--- src/rtl/dmem_pkg.sv ---
// Shared definitions for the data-memory path: RV64I load/store width codes,
// the request-controller FSM states and access-size helpers.
// Imported by dmem_req_ctrl, its byte assembler and dmem_top users.
package dmem_pkg;

  localparam int XLEN = 64;

  localparam logic [2:0] F3_B   = 3'b000;
  localparam logic [2:0] F3_H   = 3'b001;
  localparam logic [2:0] F3_W   = 3'b010;
  localparam logic [2:0] F3_D   = 3'b011;
  localparam logic [2:0] F3_BU  = 3'b100;
  localparam logic [2:0] F3_HU  = 3'b101;
  localparam logic [2:0] F3_WU  = 3'b110;
  localparam logic [2:0] F3_ILL = 3'b111;

  typedef enum logic [1:0] {
    ST_IDLE,
    ST_ALD_WAIT,
    ST_SPLIT,
    ST_SPLIT_LAST
  } state_t;

  // Access size in bytes from the width bits func3[1:0].
  function automatic logic [3:0] access_size(input logic [1:0] size_code);
    return 4'd1 << size_code;
  endfunction

  // Index of the last byte lane of an access (n-1).
  function automatic logic [2:0] last_lane(input logic [1:0] size_code);
    return 3'(access_size(size_code) - 4'd1);
  endfunction

endpackage

--- src/rtl/dmem_req_ctrl_if.sv ---
// Bundle between the pipeline MEM stage, dmem_req_ctrl and dmem_top.
// Carries request/response (req_*, stall, rsp_*) and the aligned memory port (mem_*).
// slave = the controller; master = the pipeline/memory side driving it.
interface dmem_req_ctrl_if;
  import dmem_pkg::*;

  logic            req_valid;
  logic            req_we;
  logic [XLEN-1:0] req_addr;
  logic [XLEN-1:0] req_wdata;
  logic [2:0]      req_func3;
  logic            stall;
  logic            rsp_valid;
  logic [XLEN-1:0] rsp_rdata;
  logic            mem_we;
  logic            mem_re;
  logic [XLEN-1:0] mem_addr;
  logic [XLEN-1:0] mem_wdata;
  logic [2:0]      mem_func3;
  logic [XLEN-1:0] mem_rdata;

  modport slave (
    input  req_valid, req_we, req_addr, req_wdata, req_func3, mem_rdata,
    output stall, rsp_valid, rsp_rdata, mem_we, mem_re, mem_addr, mem_wdata, mem_func3
  );

  modport master (
    output req_valid, req_we, req_addr, req_wdata, req_func3, mem_rdata,
    input  stall, rsp_valid, rsp_rdata, mem_we, mem_re, mem_addr, mem_wdata, mem_func3
  );

endinterface

--- src/rtl/byte_assembler.sv ---
// Collects bytes of a split load into lanes, merges the final byte and extends by func3.
// Ports: clk/rst, cap + cap_lane + byte_in (lane write), func3 (width/sign), data (result).
// Result is combinational from the lanes and byte_in; the last lane bypasses the buffer.
module byte_assembler
  import dmem_pkg::*;
(
  input  logic            clk,
  input  logic            rst,
  input  logic            cap,
  input  logic [2:0]      cap_lane,
  input  logic [7:0]      byte_in,
  input  logic [2:0]      func3,
  output logic [XLEN-1:0] data
);

  logic [7:0][7:0] lane_q;
  logic [7:0][7:0] merged;
  logic [XLEN-1:0] m;

  always_ff @(posedge clk) begin
    if (rst) begin
      lane_q <= '0;
    end else if (cap) begin
      lane_q[cap_lane] <= byte_in;
    end
  end

  // Lanes above n-1 may hold stale bytes from a wider earlier access;
  // the extension below discards them.
  always_comb begin
    merged = lane_q;
    merged[last_lane(func3[1:0])] = byte_in;
    m = merged;
    case (func3)
      F3_B:    data = {{56{m[7]}},  m[7:0]};
      F3_H:    data = {{48{m[15]}}, m[15:0]};
      F3_W:    data = {{32{m[31]}}, m[31:0]};
      F3_BU:   data = {56'd0, m[7:0]};
      F3_HU:   data = {48'd0, m[15:0]};
      F3_WU:   data = {32'd0, m[31:0]};
      default: data = m;
    endcase
  end

endmodule

--- src/rtl/dmem_req_ctrl.sv ---
// MEM-stage request initiator: hides BRAM read latency and splits misaligned accesses into bytes.
// Ports: clk, rst (sync, active-high), bus (slave modport: req_*/stall/rsp_* and mem_* port).
// Latency: aligned store 0, aligned load 1, misaligned store n-1, misaligned load n cycles.
module dmem_req_ctrl
  import dmem_pkg::*;
(
  input  logic        clk,
  input  logic        rst,
  dmem_req_ctrl_if.slave bus
);

  state_t          state_q, state_d;
  logic [2:0]      k_q, k_d;

  logic [2:0]      n_last;
  logic            illegal;
  logic            misaligned;
  logic [2:0]      split_f3;

  logic            mem_we_c, mem_re_c, rsp_valid_c;
  logic [XLEN-1:0] mem_addr_c, mem_wdata_c, rsp_rdata_c;
  logic [2:0]      mem_func3_c;
  logic            cap;
  logic [XLEN-1:0] asm_data;

  byte_assembler u_asm (
    .clk      (clk),
    .rst      (rst),
    .cap      (cap),
    .cap_lane (k_q - 3'd1),
    .byte_in  (bus.mem_rdata[7:0]),
    .func3    (bus.req_func3),
    .data     (asm_data)
  );

  always_ff @(posedge clk) begin
    if (rst) begin
      state_q <= ST_IDLE;
      k_q     <= 3'd0;
    end else begin
      state_q <= state_d;
      k_q     <= k_d;
    end
  end

  always_comb begin
    n_last      = last_lane(bus.req_func3[1:0]);
    illegal     = (bus.req_func3 == F3_ILL);
    misaligned  = (bus.req_addr[2:0] & n_last) != 3'd0;
    split_f3    = bus.req_we ? F3_B : F3_BU;

    state_d     = state_q;
    k_d         = k_q;
    mem_we_c    = 1'b0;
    mem_re_c    = 1'b0;
    mem_addr_c  = bus.req_addr;
    mem_wdata_c = bus.req_wdata;
    mem_func3_c = bus.req_func3;
    rsp_valid_c = 1'b0;
    rsp_rdata_c = '0;
    cap         = 1'b0;

    case (state_q)
      ST_IDLE: begin
        if (bus.req_valid) begin
          if (illegal) begin
            rsp_valid_c = 1'b1;
          end else if (misaligned) begin
            // Byte 0 goes out now, from the unmodified address and data.
            mem_we_c    = bus.req_we;
            mem_re_c    = !bus.req_we;
            mem_func3_c = split_f3;
            k_d         = 3'd1;
            state_d     = ST_SPLIT;
          end else if (bus.req_we) begin
            mem_we_c    = 1'b1;
            rsp_valid_c = 1'b1;
          end else begin
            mem_re_c    = 1'b1;
            state_d     = ST_ALD_WAIT;
          end
        end
      end

      ST_ALD_WAIT: begin
        rsp_valid_c = 1'b1;
        rsp_rdata_c = bus.mem_rdata;
        state_d     = ST_IDLE;
      end

      ST_SPLIT: begin
        mem_addr_c  = bus.req_addr + {61'd0, k_q};
        mem_wdata_c = bus.req_wdata >> {k_q, 3'b000};
        mem_func3_c = split_f3;
        mem_we_c    = bus.req_we;
        mem_re_c    = !bus.req_we;
        // Data for byte k-1 arrives now, one cycle behind its issue.
        cap         = !bus.req_we;
        if (k_q == n_last) begin
          k_d = 3'd0;
          if (bus.req_we) begin
            rsp_valid_c = 1'b1;
            state_d     = ST_IDLE;
          end else begin
            state_d     = ST_SPLIT_LAST;
          end
        end else begin
          k_d = k_q + 3'd1;
        end
      end

      ST_SPLIT_LAST: begin
        rsp_valid_c = 1'b1;
        rsp_rdata_c = asm_data;
        k_d         = 3'd0;
        state_d     = ST_IDLE;
      end

      default: begin
        state_d = ST_IDLE;
        k_d     = 3'd0;
      end
    endcase
  end

  assign bus.mem_we    = mem_we_c & ~rst;
  assign bus.mem_re    = mem_re_c & ~rst;
  assign bus.mem_addr  = mem_addr_c;
  assign bus.mem_wdata = mem_wdata_c;
  assign bus.mem_func3 = mem_func3_c;
  assign bus.rsp_valid = rsp_valid_c & ~rst;
  assign bus.rsp_rdata = rsp_rdata_c;
  assign bus.stall     = bus.req_valid & ~rsp_valid_c & ~rst;

endmodule

--- src/flat_wrapper.sv ---
// flat-port wrapper written by rule: the top's interface ports become plain ports
module dmem_req_ctrl_flat import dmem_pkg::*;
  (clk, rst, bus_req_valid, bus_req_we, bus_req_addr, bus_req_wdata, bus_req_func3, bus_mem_rdata, bus_stall, bus_rsp_valid, bus_rsp_rdata, bus_mem_we, bus_mem_re, bus_mem_addr, bus_mem_wdata, bus_mem_func3);
  dmem_req_ctrl_if bus_i ();
  input  logic clk;
  input  logic rst;
  input wire logic [$bits(bus_i.req_valid)-1:0] bus_req_valid;
  input wire logic [$bits(bus_i.req_we)-1:0] bus_req_we;
  input wire logic [$bits(bus_i.req_addr)-1:0] bus_req_addr;
  input wire logic [$bits(bus_i.req_wdata)-1:0] bus_req_wdata;
  input wire logic [$bits(bus_i.req_func3)-1:0] bus_req_func3;
  input wire logic [$bits(bus_i.mem_rdata)-1:0] bus_mem_rdata;
  output wire logic [$bits(bus_i.stall)-1:0] bus_stall;
  output wire logic [$bits(bus_i.rsp_valid)-1:0] bus_rsp_valid;
  output wire logic [$bits(bus_i.rsp_rdata)-1:0] bus_rsp_rdata;
  output wire logic [$bits(bus_i.mem_we)-1:0] bus_mem_we;
  output wire logic [$bits(bus_i.mem_re)-1:0] bus_mem_re;
  output wire logic [$bits(bus_i.mem_addr)-1:0] bus_mem_addr;
  output wire logic [$bits(bus_i.mem_wdata)-1:0] bus_mem_wdata;
  output wire logic [$bits(bus_i.mem_func3)-1:0] bus_mem_func3;
  assign bus_i.req_valid = bus_req_valid;
  assign bus_i.req_we = bus_req_we;
  assign bus_i.req_addr = bus_req_addr;
  assign bus_i.req_wdata = bus_req_wdata;
  assign bus_i.req_func3 = bus_req_func3;
  assign bus_i.mem_rdata = bus_mem_rdata;
  assign bus_stall = bus_i.stall;
  assign bus_rsp_valid = bus_i.rsp_valid;
  assign bus_rsp_rdata = bus_i.rsp_rdata;
  assign bus_mem_we = bus_i.mem_we;
  assign bus_mem_re = bus_i.mem_re;
  assign bus_mem_addr = bus_i.mem_addr;
  assign bus_mem_wdata = bus_i.mem_wdata;
  assign bus_mem_func3 = bus_i.mem_func3;
  dmem_req_ctrl u_core (.clk(clk), .rst(rst), .bus(bus_i));
endmodule
--- config.mk ---
export PLATFORM = sky130hd
export DESIGN_NAME = dmem_req_ctrl_flat
export DESIGN_NICKNAME = d
export VERILOG_FILES = /design/src/rtl/dmem_pkg.sv /design/src/rtl/dmem_req_ctrl_if.sv /design/src/rtl/byte_assembler.sv /design/src/rtl/dmem_req_ctrl.sv /design/src/flat_wrapper.sv
export SDC_FILE = /design/constraint.sdc
export NUM_CORES = 1
export LEC_CHECK = 0
export CORE_AREA = 2 2 154 156
export CTS_BUF_LIST = sky130_fd_sc_hd__clkbuf_8
export DETAILED_ROUTE_END_ITERATION = 16
export DIE_AREA = 0 0 156 158
export GPL_TIMING_DRIVEN = 0
export HOLD_SLACK_MARGIN = 0.06
export PLACE_DENSITY = 0.79
export SYNTH_ARGS = -nofsm -noshare
export SYNTH_HDL_FRONTEND = slang
export SYNTH_SLANG_ARGS = --single-unit
--- constraint.sdc ---
create_clock -name clk -period 3.04 [get_ports clk]
set_input_delay 0.608 -clock clk [delete_from_list [all_inputs] [get_ports clk]]
set_output_delay 0.608 -clock clk [all_outputs]
set_load 0.01 [all_outputs]
Word level (Yosys, flattened, before mapping):

Cells that the tools add are included.

* flip-flop bits (word level): 69
* input port bits: 199
* output and inout bits: 199
* logic and storage cells: 96

* add/sub/neg operators: 4
* magnitude comparators: 4
* equal/unequal tests: 15
* shift-type cells: 2
* multiplexer cells: 43
* bitwise logic cells: 8
* reductions and logical operators: 10

Operators with widths (count)
* $pmux W64 S6: 1
* $bwmux W64: 2
* $mux W64: 2
* $pmux W64 S2: 1
* $add A64 B3 Y64: 1
* $shr A64 B6 Y64: 1
* $demux W8 S3: 2
* $mux W3: 8
* $mux W8: 2
* $mux W1: 13
* $eq A3 B3 Y1 const B: 4
* $mux W2: 6
* $pmux W3 S3: 1
* $lt A3 B4 Y1 const B: 2
* $reduce_and A4 Y1: 2
* $ge A3 B1 Y1 const B: 2
* $pmux W2 S3: 1
* $pmux W3 S2: 1
* $reduce_bool A3 Y1: 2
* $sub A3 B1 Y3 const B: 2
* $and A1 B1 Y1: 5
* $eq A2 B2 Y1 const B: 2
* $ne A2 B1 Y1 const B: 2
* $ne A2 B2 Y1 const B: 2
* 16 further kinds: 19

Logic depth before layout (Yosys ltp):

* depth in word-level cells: 11
* gate-level depth with buffers: 11
* depth with buffers taken out: 7

By module:

A second synthesis with hierarchy kept.

* cells, all modules: 1114
* area, all modules: 8339.2 um2

Modules (own cells, without submodules)
* dmem_req_ctrl: times used 1, cells each 765, area each 5071.1 um2, sequential area each 100.1 um2
* byte_assembler: times used 1, cells each 349, area each 3268.1 um2, sequential area each 1121.1 um2

Worst setup path before layout:

Ideal clock, no wire load.

* path kind: input to output
* start point: input port bus_req_addr[2]
* end point: output port bus_mem_addr[53]
* data arrival time: 2246 ps
* required time: 2432 ps
* slack: 186 ps
* stages: 7
* buffers on the path: 1
* cell sequence: ha_1 a21oi_1 a2111oi_4 buf_6 nand3_4 nor4_1 xor2_1

* word-level cells in the longest chain between the ends: 2

RTL lines
* from (decl): RTL line flat_wrapper.sv:9 `input wire logic [$bits(bus_i.req_addr)-1:0] bus_req_addr;`
* $add A64 B3 Y64: RTL line dmem_req_ctrl.sv:92 `mem_addr_c = bus.req_addr + {61'd0, k_q};`
* $mux W64: RTL line dmem_req_ctrl.sv:63 `case (state_q)`
* to (decl): RTL line flat_wrapper.sv:18 `output wire logic [$bits(bus_i.mem_addr)-1:0] bus_mem_addr;`

No other way between the ends.

Worst setup path after layout:

* start point: register u_core.k_q[0]
* end point: output port bus_mem_wdata[17]

* word-level cells in the longest chain between the ends: 2

RTL lines
* from (decl): RTL line dmem_req_ctrl.sv:13 `logic [2:0] k_q, k_d;`
* from (signal assigned): RTL line dmem_req_ctrl.sv:42 `k_q <= k_d;`
* $shr A64 B6 Y64: RTL line dmem_req_ctrl.sv:93 `mem_wdata_c = bus.req_wdata >> {k_q, 3'b000};`
* $mux W64: RTL line dmem_req_ctrl.sv:63
* to (decl): RTL line flat_wrapper.sv:19 `output wire logic [$bits(bus_i.mem_wdata)-1:0] bus_mem_wdata;`

No other way between the ends.

==> impl_results.md <==
* Synth Flop Type: dfxtp_1
* Iteration-0 DRC Markers at about 630
* CTS H-tree lvls at 3
* Setup crit end kind: output pin
* Yosys top cell by area: dfxtp_1
* Ys Warns at 0
* Clk sink count at 61
* Cell chain of the critical path: buf_4, buf_12, mux4_2, a221oi_1, nor2_1, clkdlybuf4s50_1
* First-pass GRT wire length at 53200 µm
* Max clock buf depth at 2
* First-pass DRT Iterations at 7
* Post-layout minimum cycle time at 3.09 ns
* PwrDens at 248 nW/µm²
* Failing checks: setup timing
* Final Power at 3.25 mW
* Critical path arrival at 2.48 ns
* Via count at 9718
* Dpl cells at 1681
* Number of synthesized flops with an enable pin at 0
* Antenna-violating nets left at 0
* Synthesized flop and latch total at 61
* Area of the multi-input gates at 6340 µm²
* Synth top cells by count: nand2_1, nor2_1, mux2i_1, o21ai_0, dfxtp_1
* Gp weighted congestion at 0.935
* Layout Cell Area excl Fill at 13100 µm²
* Async set-reset flop share out of synthesis at 0
* Core area at ~23000 µm²
* IO Pins at around 400
* Mapped Area at 7310 µm²
* Crit share post-route at 1.02
* GRT Overall Usage at 0.279
* Share of cells above drive strength 1 at 0.233
* Slowest library cell on the worst path: mux4_2
* Synth area leaders: dfxtp_1, mux2i_1, mux4_2, nand2_1, o21ai_0
* Setup ws final at -0.0521 ns
* Vias in the first global route at 9445
* Die H at 158 µm
* Post-synth top area share at 0.167
* Row count at 56
* Cell Count, Final, Fillers Out at 1759
* Mean post-synth cell area at 7.35 µm²
* Sequential fraction of the synthesis area at 0.167
* Fillers at ~2100
* Setup Skew at 0.00902 ns
* Max IR drop VDD at 0.000203 V
* Starting Density at 0.317
* Largest stage delay on the critical path at 0.51 ns
* Num CTS Buffers at 9
* Final HPWL DP at 27200 µm
* Die X at 156 µm
* Dpl cell area at about 12000 µm²
* CTS tree: done
* Worst Path Required at 2.43 ns
* Area growth, synth to finish at 79.3%
* I/O Buffers at approximately 400
* Total Die Area at between 20000 and 25000 µm²
* RSZ-0062 raised after global routing: yes
* Hold Crit Class: reg2reg
* Crit path launch type: flip-flop
* Synth unique cells at 60
* Mapped Cells at 994
* Net Count, Synth at 1199
* Largest net degree at the start of global routing at 12
* Leakage Power at 6.12 nW
* Status: complete, but fails checks
* # DRC at 0
* Drt wl/cell at 20.8 µm
* FF+latch area at 1230 µm²
* Most common cell in the netlist: nand2_1
* Slew at the pin closest to its max-slew limit at a little over 0.7 ns
* Clock Latency Late Sink at 0.36 ns
* Post-CTS Hold Buffers at 0
* Crit-path max FO at 10
* Worst-path clk slew at around 0.07 ns
* Drt via density at 5.52
* Grt total ovfl at 0
* Final hold violations at 0
* Max Slew Vio Count at 0
* Setup CP Type: reg2out
* Initial antenna violation count at 3
* Maxcap violations at 0
* Max-Slew Margin vs Limit at 0.518
* Max Clk Rate at 323 MHz
* Final #Nets at about 1700
* Final WL at 36600 µm
* Endpoints failing setup at 12
* Clock root cell: clkbuf_8
cells by family after synthesis:
family,count (synthesis),share of synthesized area
multiplexers,146,0.256
buffers and inverters,99,0.0543
flip-flops,61,0.167
AND/OR/NAND/NOR,430,0.278
adder cells (fa/ha/maj),6,0.0113
AO/OA/AOI/OAI,188,0.156
XOR/XNOR,64,0.0767
critical path, delay by kind of cell, from the launching register on:
family / cells / cell delay [ns]
compound gates: 1 / 0.25
mux: 1 / 0.51
flops: 1 / 0.37
buf+inv: 3 / 0.90
simple gates: 1 / 0.10
flip-flops by register name, indices dropped and copies added (netlist names):
register and flops:
u_core.k_q 3, u_core.u_asm.lane_q 56, u_core.state_q 2
final cells by class:
type | instances | share of cell area
buffer | 76 | 0.0462
multi-input combinational | 834 | 0.484
inverter | 23 | 0.00697
antenna | 3 | 0.000573
tap | 290 | 0.0277
sequential | 61 | 0.0941
clock inverter | 6 | 0.00477
clock buffer | 10 | 0.0105
timing repair buffer | 456 | 0.325
per-stage QoR:
stage,setup TNS [ns],util,hold slack [ns],setup WS (ns)
floorplan,0,-,0.451,0.186
global placement,-137.42,0.505,0.467,-1.23
CTS,-0.988,0.551,0.497,-0.131
global route,-2.55,0.568,0.522,-0.156
detailed placement,-140.53,0.505,0.477,-1.25
finish,-0.231,0.568,0.497,-0.0521
cell usage in the layout, fill, tap and decap left out, types with 7 or more instances in the layout:
cell type,netlist,routed
clkdlybuf4s50_1,0,235
nor3_4,0,10
mux2i_1,106,106
mux2_2,8,8
nand3_1,19,13
o21ai_2,1,8
o21ai_0,96,76
dlymetal6s2s_1,0,41
buf_2,14,34
buf_4,0,57
nor2_1,107,96
nand2_1,182,178
nor4_4,2,10
clkbuf_8,0,16
nand4_1,23,23
buf_6,1,13
clkbuf_2,0,41
buf_12,0,9
a221oi_1,9,7
o21ai_1,0,12
clkbuf_4,0,11
a22oi_1,9,9
dlygate4sd2_1,0,56
xor2_1,31,30
mux4_2,32,32
xnor2_1,33,29
nor2b_1,33,30
a22o_1,16,16
inv_1,22,17
nor2_2,2,9
dfxtp_1,61,56
a21oi_1,34,30
clkbuf_1,57,15
worst paths after layout:
check	from	endpoint	slack, ns	cells past startpoint
setup / recovery	u_core.k_q[0]	bus_mem_wdata[17]	-0.05	6
hold / removal	u_core.u_asm.lane_q[3]	u_core.u_asm.lane_q[3]	0.50	2
setup reg to reg	u_core.k_q[0]	u_core.u_asm.lane_q[21]	0.16	11
hold reg to reg	u_core.u_asm.lane_q[3]	u_core.u_asm.lane_q[3]	0.50	2
timing repair:
item / in CTS / in global routing
pin swaps: 43 / 37
gates resized for setup: 454 / 172
setup buffers: 38 / 21
setup endpoints to repair: 255 / 181
layer usage:
metal  part of all wire  GRT usage  vias to the layer above  routed length (µm)
met4              0.039      0.121                        0                1410
met5                  0          0                        -                   0
met2               0.49      0.496                      573               18000
met3              0.080     0.0512                      115                2930
li1                   -          -                     4469                   -
met1               0.39      0.328                     4561               14300
report_power, final:
group          leakage (nW)  switching, mW  total, mW  internal (mW)
combinational          5.53          0.837       1.68          0.844
clock                0.0943          0.352      0.750          0.397
sequential            0.495         0.0101      0.818          0.808
Note: power is estimated with default switching activity, not from simulation.
